## src/rtl/hazard_stall_unit.sv

```systemverilog
// hazard_stall_unit: ID-stage issue control. It stalls the decoded
// instruction on hazards that forwarding cannot cover: load-use, reads or
// writes that collide with the in-flight MDU destination, and MDU structural
// conflicts. It drives the PC/IF-ID hold and the ID/EX bubble, and keeps a
// saturating count of stall cycles.
module hazard_stall_unit #(
  parameter int REGW    = 5,
  parameter int MDU_LAT = 4,
  parameter int CNTW    = 16
) (
  input  logic            clk,
  input  logic            rst,
  input  logic            id_valid,
  input  logic [REGW-1:0] id_rs,
  input  logic [REGW-1:0] id_rt,
  input  logic            id_uses_rs,
  input  logic            id_uses_rt,
  input  logic [REGW-1:0] id_rd,
  input  logic            id_regwrite,
  input  logic            id_is_load,
  input  logic            id_is_mdu,
  input  logic            flush,
  output logic            stall,
  output logic            bubble,
  output logic            issue,
  output logic            mdu_busy,
  output logic            mdu_done,
  output logic [CNTW-1:0] stall_cnt
);

  localparam logic [REGW-1:0] ZERO_REG  = {REGW{1'b0}};
  localparam logic [3:0]      MDU_LAT_C = 4'(MDU_LAT);
  localparam logic [CNTW-1:0] CNT_MAX   = {CNTW{1'b1}};
  localparam logic [CNTW-1:0] CNT_ONE   = {{(CNTW-1){1'b0}}, 1'b1};

  // Load currently in EX (its data only exists after MEM)
  logic            ex_ld_v_r;
  logic [REGW-1:0] ex_ld_rd_r;
  // In-flight MDU operation
  logic [3:0]      mdu_cnt_r;
  logic [REGW-1:0] mdu_rd_r;
  logic            mdu_wr_r;
  logic [CNTW-1:0] stall_cnt_r;

  logic            mdu_busy_s;
  logic            ld_haz_s;
  logic            mdu_raw_s;
  logic            mdu_waw_s;
  logic            mdu_str_s;
  logic            stall_s;
  logic            bubble_s;
  logic            issue_s;

  // True when the ID instruction actually reads register reg_idx
  // (register 0 is hard-wired zero and never carries a dependency).
  function automatic logic src_hit(
    input logic [REGW-1:0] reg_idx,
    input logic [REGW-1:0] rs,
    input logic [REGW-1:0] rt,
    input logic            use_rs,
    input logic            use_rt
  );
    return (reg_idx != ZERO_REG) &&
           ((use_rs && (rs == reg_idx)) || (use_rt && (rt == reg_idx)));
  endfunction

  // Hazard detection and issue decision for the instruction sitting in ID
  always_comb begin
    mdu_busy_s = (mdu_cnt_r != 4'd0);
    ld_haz_s   = ex_ld_v_r & src_hit(ex_ld_rd_r, id_rs, id_rt, id_uses_rs, id_uses_rt);
    mdu_raw_s  = mdu_busy_s & mdu_wr_r & src_hit(mdu_rd_r, id_rs, id_rt, id_uses_rs, id_uses_rt);
    mdu_waw_s  = mdu_busy_s & mdu_wr_r & id_regwrite & (id_rd != ZERO_REG) & (id_rd == mdu_rd_r);
    mdu_str_s  = mdu_busy_s & id_is_mdu;
    // A redirect squashes ID outright, so it overrides any stall request.
    stall_s    = id_valid & ~flush & (ld_haz_s | mdu_raw_s | mdu_waw_s | mdu_str_s);
    bubble_s   = stall_s | flush;
    issue_s    = id_valid & ~flush & ~stall_s;
  end

  // Track a load entering EX so the very next instruction can be held once
  always_ff @(posedge clk or posedge rst) begin
    if (rst) begin
      ex_ld_v_r  <= 1'b0;
      ex_ld_rd_r <= ZERO_REG;
    end else begin
      ex_ld_v_r  <= issue_s & id_is_load & id_regwrite & (id_rd != ZERO_REG);
      ex_ld_rd_r <= id_rd;
    end
  end

  // MDU occupancy counter; a new op may start in the cycle the count is 0
  always_ff @(posedge clk or posedge rst) begin
    if (rst) begin
      mdu_cnt_r <= 4'd0;
      mdu_rd_r  <= ZERO_REG;
      mdu_wr_r  <= 1'b0;
    end else if (issue_s && id_is_mdu) begin
      mdu_cnt_r <= MDU_LAT_C;
      mdu_rd_r  <= id_rd;
      mdu_wr_r  <= id_regwrite;
    end else if (mdu_busy_s) begin
      mdu_cnt_r <= mdu_cnt_r - 4'd1;
    end else begin
      mdu_cnt_r <= mdu_cnt_r;
    end
  end

  // Saturating stall-cycle counter for performance measurement
  always_ff @(posedge clk or posedge rst) begin
    if (rst) begin
      stall_cnt_r <= {CNTW{1'b0}};
    end else if (stall_s && (stall_cnt_r != CNT_MAX)) begin
      stall_cnt_r <= stall_cnt_r + CNT_ONE;
    end else begin
      stall_cnt_r <= stall_cnt_r;
    end
  end

  assign stall     = stall_s;
  assign bubble    = bubble_s;
  assign issue     = issue_s;
  assign mdu_busy  = mdu_busy_s;
  assign mdu_done  = (mdu_cnt_r == 4'd1) & mdu_wr_r;
  assign stall_cnt = stall_cnt_r;

endmodule

```

## config.mk

```make
export PLATFORM = sky130hd
export DESIGN_NAME = hazard_stall_unit
export DESIGN_NICKNAME = d
export VERILOG_FILES = /design/src/rtl/hazard_stall_unit.sv
export SDC_FILE = /design/constraint.sdc
export NUM_CORES = 1
export LEC_CHECK = 0
export ABC_CLOCK_PERIOD_IN_PS = 3400
export CORE_MARGIN = 2
export CORE_UTILIZATION = 45
export DETAILED_ROUTE_END_ITERATION = 10
export PLACE_DENSITY = 0.7
export SYNTH_ARGS = -nofsm -noshare
export SYNTH_HDL_FRONTEND = slang
export SYNTH_SLANG_ARGS = --single-unit
```

## constraint.sdc

```tcl
create_clock -name clk -period 3.4 [get_ports clk]
set_input_delay 0.34 -clock clk [delete_from_list [all_inputs] [get_ports clk]]
set_output_delay 0.34 -clock clk [all_outputs]
set_load 0.01 [all_outputs]
```

# After elaboration in Yosys (flattened, before gate mapping)

Cells that the tools add are included.

Add/sub/neg operators: 2
Equal/unequal tests: 7
Mux-type cells: 2
Bitwise gates (word level): 20
Reduce and logical (&&, ||, !) cells: 15

Operators by type and width:

| kind                  | number |
|---|---|
| $eq 5x5->1            | 5 |
| $add 16x1->16 const B | 1 |
| $ne 16x16->1 const B  | 1 |
| $reduce_bool 5->1     | 3 |
| $and 1x1->1           | 14 |
| $logic_and 1x1->1     | 8 |
| $mux 4                | 2 |
| $eq 4x1->1 const B    | 1 |
| $or 1x1->1            | 4 |
| $reduce_bool 4->1     | 1 |
| $sub 4x1->4 const B   | 1 |
| $logic_or 1x1->1      | 2 |
| $not 1->1             | 2 |
| $reduce_bool 2->1     | 1 |

Register bits after elaboration: 32
Input port bits: 24
Output and inout bits: 21
Word-level logic and storage cells: 52

# Longest topological paths before layout

Gate-level depths: netlist (run 1).

Depth in word-level cells: 14
Gate-level depth with buffers: 10
Depth with buffers taken out: 8

# Worst setup path before layout (run 1)

Ideal clock, no wire load.

Path kind: register to output
Start point: reg mdu_cnt_r[0]
End point: out bubble
Arrival: 2.244 ns
Data required time: 3.060 ns
Setup slack: 0.816 ns
Stages on the path, launching flop included: 10
Buffers on the path: 2
Path through: dfrtp_1 inv_1 ha_1 or3b_1 buf_2 o311a_1 a221oi_4 buf_4 nor2_1 or2_1

Word-level cells in the longest chain between the ends: 9
Elaborated cells on any way between the ends: 12
Those cells by class: bitwise (11); reduce/logical (1)

RTL lines:

| item                     | RTL line | RTL |
|---|---|---|
| start, declared          | 40       | `logic [3:0] mdu_cnt_r;` |
| start signal, assigned   | 102      | `mdu_cnt_r <= mdu_cnt_r - 4'd1;` |
| start signal, assigned   | 104      | `mdu_cnt_r <= mdu_cnt_r;` |
| $reduce_bool 4->1 *      | 69       | `mdu_busy_s = (mdu_cnt_r != 4'd0);` |
| net mdu_busy             | 26       | `output logic mdu_busy,` |
| $and 1x1->1              | 71, 72   |  |
| $and 1x1->1 (3 in a row) | 72       | `mdu_waw_s = mdu_busy_s & mdu_wr_r & id_regwrite & (id_rd != ZERO_REG) & (id_rd == mdu_rd_r);` |
| $or 1x1->1               | 75       | `stall_s = id_valid & ~flush & (ld_haz_s \| mdu_raw_s \| mdu_waw_s \| mdu_str_s);` |
| $or 1x1->1 *             | 75       |  |
| $and 1x1->1 *            | 75       |  |
| net stall                | 23       | `output logic stall,` |
| $or 1x1->1 *             | 76       | `bubble_s = stall_s \| flush;` |
| end, declared            | 24       | `output logic bubble,` |

Mark *: on every way through the listed nets, which the timed path passes. The rest lies on a longest branch.

# Final worst setup path (run 1)

Start point: in id_rd[2]
End point: out bubble

Word-level cells in the longest chain between the ends: 7
Elaborated cells on any way between the ends: 8
Those cells by class: eq/ne (1); bitwise (6); reduce/logical (1)

RTL lines:

| item                      | RTL line | RTL |
|---|---|---|
| start, declared           | 18       | `input logic [REGW-1:0] id_rd,` |
| $reduce_bool 5->1         | 72       |  |
| $and 1x1->1               | 72       |  |
| $and 1x1->1 *             | 72       |  |
| $or 1x1->1 * (2 in a row) | 75       |  |
| $and 1x1->1 *             | 75       |  |
| $or 1x1->1 *              | 76       |  |

Every way passes the cells marked *; elsewhere a longest branch is shown, timed or not.

==> results of run 1 <==
-- sequential cells by signal, indices dropped and copies added, names as in the netlist --
| name | count |
|---|---|
| stall_cnt | 16 |
| ex_ld_rd_r | 5 |
| mdu_rd_r | 5 |
| mdu_cnt_r | 4 |
| ex_ld_v_r | 1 |
| mdu_wr_r | 1 |
-- cell usage in the layout, fill, tap and decap left out, types with 2 or more instances in the layout --
| master | count |
|---|---|
| nor3_1 | 4 |
| dfrtp_1 | 32 |
| or3_1 | 2 |
| nand4_1 | 8 |
| ha_1 | 3 |
| xor2_1 | 13 |
| clkdlybuf4s50_1 | 44 |
| clkbuf_8 | 7 |
| nor4_1 | 8 |
| nor2_1 | 3 |
| nand3_1 | 7 |
| inv_1 | 4 |
| nand2_1 | 11 |
| nand2b_1 | 3 |
| buf_4 | 4 |
| mux2_1 | 6 |
| and3_1 | 3 |
| o31ai_1 | 2 |
| or4_1 | 2 |
| nor3b_1 | 3 |
| xnor2_1 | 26 |
| o22ai_1 | 2 |
| mux2_2 | 3 |
-- worst register-to-register path: cells and delay by family (launching register included) --
| kind | cells | cell delay (ns) |
|---|---|---|
| AND/OR/NAND/NOR | 2 | 0.65 |
| flip-flops | 1 | 0.40 |
| buffers and inverters | 2 | 0.26 |
| multiplexers | 1 | 0.37 |
| adder cells (fa/ha/maj) | 1 | 0.23 |
| AO/OA/AOI/OAI | 3 | 0.61 |
-- synthesized netlist by cell type --
cell type  instances
a21o_1             1
a21oi_1            1
a221oi_1           1
a221oi_4           1
and2_1             2
and3_1             3
buf_2              1
buf_4              1
clkbuf_1           1
dfrtp_1           32
ha_1               3
inv_1              4
mux2_1             6
mux2_2             3
nand2_1           11
nand2b_1           3
nand3_1            7
nand3_4            1
nand3b_1           1
nand4_1            8
nor2_1             3
nor2b_1            1
nor3_1             4
nor3b_1            3
nor4_1             8
nor4b_1            1
o2111a_1           1
o211ai_1           1
o21a_1             1
o22ai_1            2
o311a_1            1
o31ai_1            2
or2_1              1
or3_1              2
or3b_1             1
or4_1              2
xnor2_1           26
xor2_1            13
-- routing by layer --
layer / up-vias / track usage
met5: - / 0
met4: 0 / 0.05867
met3: 4 / 0.03716
met2: 43 / 0.3465
met1: 686 / 0.2462
li1: 693 / -
-- path summary, 6_finish.rpt --
path / startpoint / end / slack, ns
worst max register to register: mdu_cnt_r[0]$_DFFE_PP0P_ / stall_cnt[14]$_DFFE_PP0P_ / 0.76
worst min register to register: stall_cnt[15]$_DFFE_PP0P_ / stall_cnt[15]$_DFFE_PP0P_ / 0.51
worst max-delay path: id_rd[2] / bubble / 0.15
min in group clk: stall_cnt[15]$_DFFE_PP0P_ / stall_cnt[15]$_DFFE_PP0P_ / 0.51
max in group asynchronous: rst / stall_cnt[12]$_DFFE_PP0P_ / 2.65
worst min-delay path: rst / stall_cnt[4]$_DFFE_PP0P_ / 0.45
-- area by class of cell --
| class | instances | area [sq um] |
|---|---|---|
| clock buffers | 7 | 96.34 |
| fillers | 331 | 1343 |
| inverters | 4 | 15.01 |
| multi-input cells | 125 | 958.4 |
| flip-flops and latches | 32 | 800.8 |
| well taps | 48 | 60.06 |
| repair buffers | 48 | 470.5 |
-- cells by family (layout without fill, tap and decap cells) --
group	after synthesis	count (layout)	share of synthesized area
AOI/OAI and AO/OA	12	12	0.06233
xor gates and xnor gates	39	39	0.1912
adders and majority gates	3	3	0.02101
buffers and inverters	7	59	0.01750
DFF	32	32	0.4482
muxes	9	9	0.05672
and+or+nand+nor	62	62	0.2031
-- report_power, final --
group / internal (mW) / leakage [nW] / switching, mW
combinational: 0.266 / 0.554 / 0.198
clock: 0.180 / 0.0503 / 0.135
sequential: 0.463 / 0.408 / 0.111
total: 0.909 / 1.01 / 0.444
-- timing repair --
action                                 4_1_cts  5_1_grt
endpoints found under the hold margin        0        0
resized for setup                            0        2
setup endpoints to repair                    0        2
==> flow_metrics.tcl, run 1 <==
set metrics [dict create \
    clock.fmax_ghz 0.3079 \
    yosys_register_bits 32 \
    grt_pass1_wl_microns 6706 \
    syn-num-nets 191 \
    htree_levels 2 \
    gp_congestion 0.7605 \
    powerDensity_nw_per_um2 563.4 \
    cp_num_buf_inv 2 \
    maxSlewViolCount 0 \
    diodes 0 \
    cp.depth 8 \
    layoutNonFillerInstCount 264 \
    die-height_microns 67.01 \
    root_buffer "clkbuf_8" \
    synthCells 164 \
    cts_tree "yes" \
    max_cap_viol_count 0 \
    end_kind "output pin" \
    io_buffers 44 \
    rsz0062_at_grt "false" \
    drc 0 \
    core-area_sq_um 3744 \
    drive_gt1_frac 0.08333 \
    top_layer "met4" \
    worstSetupPathType "in2out" \
    fin_area_sq_um 2401 \
    cp_common_cell "clkdlybuf4s50_1" \
    dp_slack_ns 0.1460 \
    cts.sink_count 32 \
    reg2reg_depth 9 \
    syn_area_sq_um 1787 \
    power_leakage_nw 1.013 \
    clock_latency_ns 0.27 \
    grt_start_max_net_pins 33 \
    worstPathRequired_ns 3.06 \
    die_w_microns 67.01 \
    vias 1426 \
    hold_ws_ns 0.4481 \
    p_total_mw 1.353 \
    fin_crit_sh 0.9552 \
    fin_crit_ns 3.248 \
    path_clk_slew_ns 0.07 \
    syn_to_final_growth_pct 34.38 \
    wl_microns 4103 \
    crit_chain "clkdlybuf4s50_1 > or4_1 > o211ai_1 > o31ai_1 > a221oi_4 > nor2_1 > or2_1 > clkdlybuf4s50_1" \
    crit_slowest_cell "or4_1" \
    num_rows 22 \
    wl_met2_microns 2118 \
    ir_worst_vdd_mv 0.3644 \
    outcome "finished, final reports clean" \
    dr.pass1.iters 4 \
    nNetsFinal 243 \
    start_util 0.4773 \
    synth_top_area_cell "dfrtp_1" \
    antenna_found_initial 0 \
    tns_ns 0 \
    synthTopCellsByArea "dfrtp_1 45%, xnor2_1 13%, xor2_1 6.4%" \
    dieArea_sq_um 4490 \
    setup.worst_path.start_class "primary input" \
    crit_fanout 5 \
    utilization 0.6414 \
    met3WireLength_microns 184 \
    post_cts_buffers 0 \
    drt_iter0_markers 44 \
    fin_ws_ns 0.1524 \
    finalSetupViolations 0 \
    cts_max_path_buffers 2 \
    gr-usage-all-layers 0.1983 \
    ioPinCount 45 \
    hold_violations 0 \
    maxSlewHeadroom 0.6986 \
    wirelength_met1_microns 1768 \
    critPathTopFamily "buffers and inverters" \
    cp_slowest_stage_delay_ns 0.60 \
    ys_warn_count 0 \
    ys_seq_area_frac 0.4482 \
    tightest_slew_ns 0.4483 \
    viasPerCell 5.402 \
    grt_pass1_vias 1469 \
    cts-buffers-inserted 5 \
    hold_path_class "in2async" \
    globalRoute.totalOverflow 0 \
    arrival_ns 2.91 \
    numPlacedInstances 257 \
    place_area_sq_um 2301 \
    skew_ns 0.005681 \
    ctsHoldBuffers 0 \
    synth_top_area_share 0.4482 \
    yosysUniqueCellTypes 38 \
    synth_area_per_cell_sq_um 10.89 \
    wl_per_cell_microns 15.54 \
    postRouteAntennaNets 0 \
    hpwl_microns 3043 \
]
No activity file was read; power rests on OpenSTA's default activity.
==> inputs of run 2 (changes only) <==
--- a/config.mk
+++ b/config.mk
@@ -9,6 +9,7 @@
 export CORE_MARGIN = 2
 export CORE_UTILIZATION = 45
 export DETAILED_ROUTE_END_ITERATION = 10
+export GPL_ROUTABILITY_DRIVEN = 0
 export PLACE_DENSITY = 0.7
 export SYNTH_ARGS = -nofsm -noshare
 export SYNTH_HDL_FRONTEND = slang
==> results of run 2 <==
No change in the layout: final DEF, timing and power equal those of run 1.
